### src/rtl/jtframe_mcu_xbus_arb.sv
// Shares one single-port RAM between the 8751 xdata bus and the main CPU; JTFRAME_MCU_XBUS_FAIR_EN selects round-robin, else MCU priority.
// Latency: 3 clk from request to mcu_done/cpu_ok (IDLE->ACC->DATA); out-of-window MCU reads return 8'hFF at once.
// Backpressure: the MCU is stalled through mcu_cen while its access is pending; the CPU holds cpu_req until the cpu_ok pulse.
module jtframe_mcu_xbus_arb #(
   parameter int AW  = 11,
   parameter int WIN = 0
)(
   input  logic          clk,
   input  logic          rst_n,
   input  logic          cen,
   output logic          mcu_cen,
   input  logic [15:0]   mcu_addr,
   input  logic [7:0]    mcu_dout,
   input  logic          mcu_wr,
   input  logic          mcu_acc,
   output logic [7:0]    mcu_din,
   input  logic [AW-1:0] cpu_addr,
   input  logic [7:0]    cpu_dout,
   input  logic          cpu_we,
   input  logic          cpu_req,
   output logic [7:0]    cpu_din,
   output logic          cpu_ok,
   output logic [AW-1:0] ram_addr,
   output logic [7:0]    ram_din,
   output logic          ram_we,
   input  logic [7:0]    ram_q
);

   localparam logic [15-AW:0] WIN_SEL = (16-AW)'(WIN);

   typedef enum logic [1:0] {IDLE, ACC, DATA} state_t;

   state_t        state_q, state_d;
   logic          gnt_mcu_q, gnt_mcu_d;
   logic          wr_q, wr_d;
   logic          last_mcu_q, last_mcu_d;
   logic          mcu_done_q, mcu_done_d;
   logic          cpu_ok_q, cpu_ok_d;
   logic          ram_we_q, ram_we_d;
   logic [AW-1:0] ram_addr_q, ram_addr_d;
   logic [7:0]    ram_din_q, ram_din_d;
   logic [7:0]    mcu_din_q, mcu_din_d;
   logic [7:0]    cpu_din_q, cpu_din_d;

   logic win_hit, mcu_req, mcu_pend, cpu_pend, pick_mcu;

   assign win_hit  = mcu_addr[15:AW] == WIN_SEL;
   assign mcu_req  = mcu_acc & win_hit;
   assign mcu_pend = mcu_req & ~mcu_done_q;
   assign mcu_cen  = cen & ~mcu_pend;
   // cpu_ok still high means cpu_req may be the stale level of the access just served
   assign cpu_pend = cpu_req & ~cpu_ok_q;

`ifdef JTFRAME_MCU_XBUS_FAIR_EN
   assign pick_mcu = mcu_pend & (~cpu_pend | ~last_mcu_q);
`else
   assign pick_mcu = mcu_pend;
`endif

   assign mcu_din  = win_hit ? mcu_din_q : 8'hFF;
   assign cpu_din  = cpu_din_q;
   assign cpu_ok   = cpu_ok_q;
   assign ram_addr = ram_addr_q;
   assign ram_din  = ram_din_q;
   assign ram_we   = ram_we_q;

   always_comb begin
      state_d    = state_q;
      gnt_mcu_d  = gnt_mcu_q;
      wr_d       = wr_q;
      last_mcu_d = last_mcu_q;
      ram_addr_d = ram_addr_q;
      ram_din_d  = ram_din_q;
      ram_we_d   = 1'b0;
      cpu_ok_d   = 1'b0;
      mcu_din_d  = mcu_din_q;
      cpu_din_d  = cpu_din_q;
      // mcu_done drops on the first enabled MCU cycle, when the core consumes the data
      mcu_done_d = mcu_done_q & ~mcu_cen;
      case (state_q)
         IDLE: begin
            if (mcu_pend || cpu_pend) begin
               state_d    = ACC;
               gnt_mcu_d  = pick_mcu;
               last_mcu_d = pick_mcu;
               if (pick_mcu) begin
                  ram_addr_d = mcu_addr[AW-1:0];
                  ram_din_d  = mcu_dout;
                  wr_d       = mcu_wr;
                  ram_we_d   = mcu_wr;
               end else begin
                  ram_addr_d = cpu_addr;
                  ram_din_d  = cpu_dout;
                  wr_d       = cpu_we;
                  ram_we_d   = cpu_we;
               end
            end
         end
         ACC: state_d = DATA;
         DATA: begin
            state_d = IDLE;
            if (gnt_mcu_q) begin
               mcu_done_d = 1'b1;
               if (!wr_q) mcu_din_d = ram_q;
            end else begin
               cpu_ok_d = 1'b1;
               if (!wr_q) cpu_din_d = ram_q;
            end
         end
         default: state_d = IDLE;
      endcase
   end

   always_ff @(posedge clk or negedge rst_n) begin
      if (!rst_n) begin
         state_q    <= IDLE;
         gnt_mcu_q  <= 1'b0;
         wr_q       <= 1'b0;
         last_mcu_q <= 1'b0;
         mcu_done_q <= 1'b0;
         cpu_ok_q   <= 1'b0;
         ram_we_q   <= 1'b0;
         ram_addr_q <= '0;
         ram_din_q  <= 8'h00;
         mcu_din_q  <= 8'hFF;
         cpu_din_q  <= 8'h00;
      end else begin
         state_q    <= state_d;
         gnt_mcu_q  <= gnt_mcu_d;
         wr_q       <= wr_d;
         last_mcu_q <= last_mcu_d;
         mcu_done_q <= mcu_done_d;
         cpu_ok_q   <= cpu_ok_d;
         ram_we_q   <= ram_we_d;
         ram_addr_q <= ram_addr_d;
         ram_din_q  <= ram_din_d;
         mcu_din_q  <= mcu_din_d;
         cpu_din_q  <= cpu_din_d;
      end
   end

endmodule

### config.mk
export PLATFORM = sky130hd
export DESIGN_NAME = jtframe_mcu_xbus_arb
export DESIGN_NICKNAME = d
export VERILOG_FILES = /design/src/rtl/jtframe_mcu_xbus_arb.sv
export SDC_FILE = /design/constraint.sdc
export NUM_CORES = 1
export LEC_CHECK = 0
export CORE_UTILIZATION = 57
export DETAILED_ROUTE_END_ITERATION = 10
export DONT_BUFFER_PORTS = 1
export GPL_TIMING_DRIVEN = 0
export PLACE_DENSITY = 0.75
export SYNTH_ARGS = -nofsm -noshare
export SYNTH_HDL_FRONTEND = slang
export SYNTH_SLANG_ARGS = --single-unit
### constraint.sdc
create_clock -name clk -period 1.5 [get_ports clk]
set_input_delay 0.3 -clock clk [delete_from_list [all_inputs] [get_ports clk]]
set_output_delay 0.3 -clock clk [all_outputs]
set_load 0.005 [all_outputs]
* After elaboration in Yosys (flattened, before gate mapping)
Cells that the tools add are included.
Word-level totals: flip-flop bits (word level) 42, input port bits 58, logic and storage cells 42
Operators by class: equality and inequality tests 3, muxes and demuxes 12, bitwise gates (word level) 11, reduce and logical (&&, ||, !) cells 6
Operator list (number):
- two-way mux 8 bit | 2
- two-way mux 11 bit | 1
- two-way mux 1 bit | 7
- inverter 1 bit | 6
- AND reduction 3 bit | 2
- bitwise AND 1 bit | 5
- logical NOT 5 bit | 1
- one-hot mux 2 bit (2 select lines) | 1
- equality test 2 x 1 -> 1 bit, second input constant | 1
- equality test 2 bit, second input constant | 1
- logical NOT 2 bit | 1
- two-way mux 2 bit | 1
- inequality test 2 bit, second input constant | 1
- AND reduction 2 bit | 1
- logical OR 1 bit | 1

* Depth between registers and ports, before layout
depth after elaboration 9, mapped depth 5, gate-level depth less buffers 3

* Worst setup path after synthesis
Ideal clock, no wire load.
path type input-to-output, start point input port mcu_addr[14], end point output port mcu_din[0], arrival time 1.345 ns, required time 1.200 ns, slack -0.145 ns, stages on the path 4, path through or3_1 > clkbuf_1 > or3_4 > or2_1
Between the ends: cells in the longest elaborated chain, start to end 2
RTL lines:
- start, declared | RTL line 12 | input logic [15:0] mcu_addr,
- logical NOT 5 bit | RTL line 47 | assign win_hit = mcu_addr[15:AW] == WIN_SEL;
- two-way mux 8 bit | RTL line 60 | assign mcu_din = win_hit ? mcu_din_q : 8'hFF;
- end, declared | RTL line 16 | output logic [7:0] mcu_din,
No other way between the ends.

* Final worst setup path
start point register mcu_done_q, end point register ram_din_q[3] (netlist: ram_din[3])
Between the ends: cells in the longest elaborated chain, start to end 4
RTL lines:
- start, declared | RTL line 37 | logic mcu_done_q, mcu_done_d;
- start signal, assigned | RTL line 132 | mcu_done_q <= mcu_done_d;
- inverter 1 bit * | RTL line 49 | assign mcu_pend = mcu_req & ~mcu_done_q;
- bitwise AND 1 bit * | RTL line 49
- logical OR 1 bit | RTL line 82 | if (mcu_pend || cpu_pend) begin
- AND reduction 2 bit (no source line)
- end signal, assigned | RTL line 136 | ram_din_q <= ram_din_d;
- end, declared | RTL line 41 | logic [7:0] ram_din_q, ram_din_d;
Every way passes the cells marked *; elsewhere a longest branch is shown, timed or not. A chain may end at the register's enable or synchronous reset.

==> run summary <==
Fmax: 602 MHz
Syn nets: 272
Starting DRC count in detailed routing: 145
Initial antenna violation count: 0
Gr ovfl total: 0
M3 GR Usage: 9.83%
Mean Syn Cell Area: 10.9 sq um
TritonCTS Buffers: 5
Area after DPL: 2390 sq um
Max Clock Skew: 11.2 ps
Crit share post-route: 111%
Startpoint class of the critical path: flip-flop
Met2 usage: 47.4%
Terminus of the critical flop-to-flop path: ram_din[3]
I/O pins: 96
CTS Root Cell: clkbuf_8
Max clock buf depth: 2
Worst Path Arrival: 1820 ps
Setup Slack @ Placement: -229 ps
VDD IR max: 1060 uV
Setup TNS: -2860 ps
Post-Layout Inst Area: 2600 sq um
CP max FO: 10
CP cell instances: or4b_4 > buf_8 > o211ai_1 > nand4_1
CP Capture Type: flip-flop
R2r worst-path depth: 4
Number of synthesized flops with an enable pin: 0
Sink Count: 42
Hold/Removal Path Class: primary input to flip-flop
Slowest cell on crit path: or4b_4
LEAKAGE: 1.02 nW
Core Region: 3800 sq um
Detailed Route WL: 6.06 mm
Share of cells above drive strength 1: 27.6%
Htree depth: 2
R2R Path Start: mcu_done_q
Die area: 4340 sq um
Final #Nets: 282
Launch point of the worst path: mcu_done_q
Slew HR: 57.1%
Row cnt: 22
M1 GR Usage: 37.1%
Gr usage total: 29.7%
Placer congestion estimate: 0.813
Busiest grt layer: met2
Final cell count without fillers: 273
Worst-path clk slew: 80 ps
Top cells by count, synth: nand4_1, dfrtp_1, nand2_1
Violated checks: negative setup slack
Drt wl/cell: 22.2 um
TritonCTS clock tree: yes
Count leader, synth: nand4_1
HPWL after DPL: 4.24 mm
Vias in the first global route: 1920
Total power: 4.75 mW
Worst-Skew Late Latency: 300 ps
Worst path max stage delay: 570 ps
P per Cell Area: 1820 nW/um^2
Prevailing post-synth register cell: dfrtp_1
Register area share after synthesis: 45.6%
WP data required: 1660 ps
Die Y: 65.9 um
Reg2reg setup slack: -160 ps
Vias per cell: 6.94
# port buffers: 0
Final count of hold timing violations: 0
Setup-failing EPs final: 29
Synthesis-stage register bit count: 42
Largest net degree at the start of global routing: 43
Crit path kind: flip-flop to flip-flop
Area Growth Syn to Fin: 12.0%
DIE WIDTH: 65.9 um
Synth area leaders: dfrtp_1, nand4_1, o211ai_2
Setup ws final: -160 ps
Drt first pass iters: 4
Post-detailed-route count of antenna-violating nets: 0
# DRC: 0
Synth warn: 0
Unrepaired setup endpoints after global routing: true
Mapped Area: 2320 sq um
Initial Util: 61.2%
Via count: 1895
Max Slew Vio Count: 0
Yosys top cell by area: dfrtp_1
Yosys top cell area share: 36.6%
DP Cell Count: 262
First-pass GRT wire length: 9.40 mm
Cells after Synth: 214
Antenna cells: 0
Status: complete, but fails checks
Final Critical Period: 1660 ps
Critical Path Sink: ram_din[3]
Post-synth cell types: 26
Max cap viols: 0
Pin slew with the least headroom to its limit: 638 ps
Async SR Flop Fraction: 100%
cells in the final DEF, fill, tap and decap left out, types with 3 or more instances in the layout:
cell	n
buf_12	5
clkbuf_1	10
clkbuf_2	3
clkbuf_8	5
dfrtp_1	33
dfstp_2	8
inv_1	3
mux2_1	16
nand2_1	20
nand4_1	40
o211ai_1	20
o211ai_2	20
or2_1	8
worst min-delay path by stage:
stage	start	end	slack, ps	cells past startpoint
finish	cen	mcu_done_q	100	1
global route	cen	mcu_done_q	80	1
CTS	cen	mcu_done_q	90	1
detailed placement	rst_n	ram_addr[10]	6	0
global placement	rst_n	ram_addr[10]	5	0
floorplan	rst_n	cpu_din[0]	4	0
per-stage QoR:
stage / util [%] / hold WS [ps]
floorplan: - / 4.41
global placement: 63.0 / 5.24
detailed placement: 63.0 / 5.55
CTS: 68.2 / 91.2
global route: 68.5 / 82.2
finish: 68.5 / 95.9
routing by layer:
metal	part of all wire [%]	vias to the layer above	wire length (um)
met2	49	103	2960
met5	0	-	0
met1	40	941	2410
met4	1.9	0	116
li1	-	837	-
met3	9.5	14	573
where the power goes:
part	total (mW)	internal [mW]	switching, mW
registers	2.23	1.73	0.501
logic	1.78	0.756	1.03
clock network	0.735	0.329	0.406
total	4.75	2.81	1.93
cells by family after synthesis:
kind of cell,Yosys count,share of synthesized area (%)
AO/OA/AOI/OAI,45,18.6
buffers and inverters,26,5.76
flip-flops,42,45.6
multiplexers,16,7.75
AND/OR/NAND/NOR,85,22.3
sequential cells by signal (all words and copies together) (netlist names), 2 cells and up:
signal / count
mcu_din_q: 8
ram_addr: 11
ram_din: 8
cpu_din: 8
state_q: 2
final cells by class:
| type | instances | area [sq um] |
|---|---|---|
| clock buffer | 6 | 72.6 |
| buffer | 21 | 144 |
| tap | 48 | 60.1 |
| multi-input combinational | 146 | 1160 |
| sequential | 42 | 1060 |
| inverter | 3 | 11.3 |
| clock inverter | 2 | 13.8 |
| timing repair buffer | 5 | 77.6 |
| fill | 289 | 1190 |
timing repair:
item | CTS | global route
endpoints found under the setup margin | 45 | 41
endpoints found under the hold margin | 42 | 0
setup buffers | 3 | 0
hold buffers | 2 | 0
resized for setup | 9 | 14
pin swaps | 10 | 10
worst max-delay path: cells and delay by family (launching register included):
kind            cells  cell delay [ps]
compound gates      1              200
buf+inv             1              180
flops               1              450
simple gates        2              700
(Power assumes the default switching activity.)
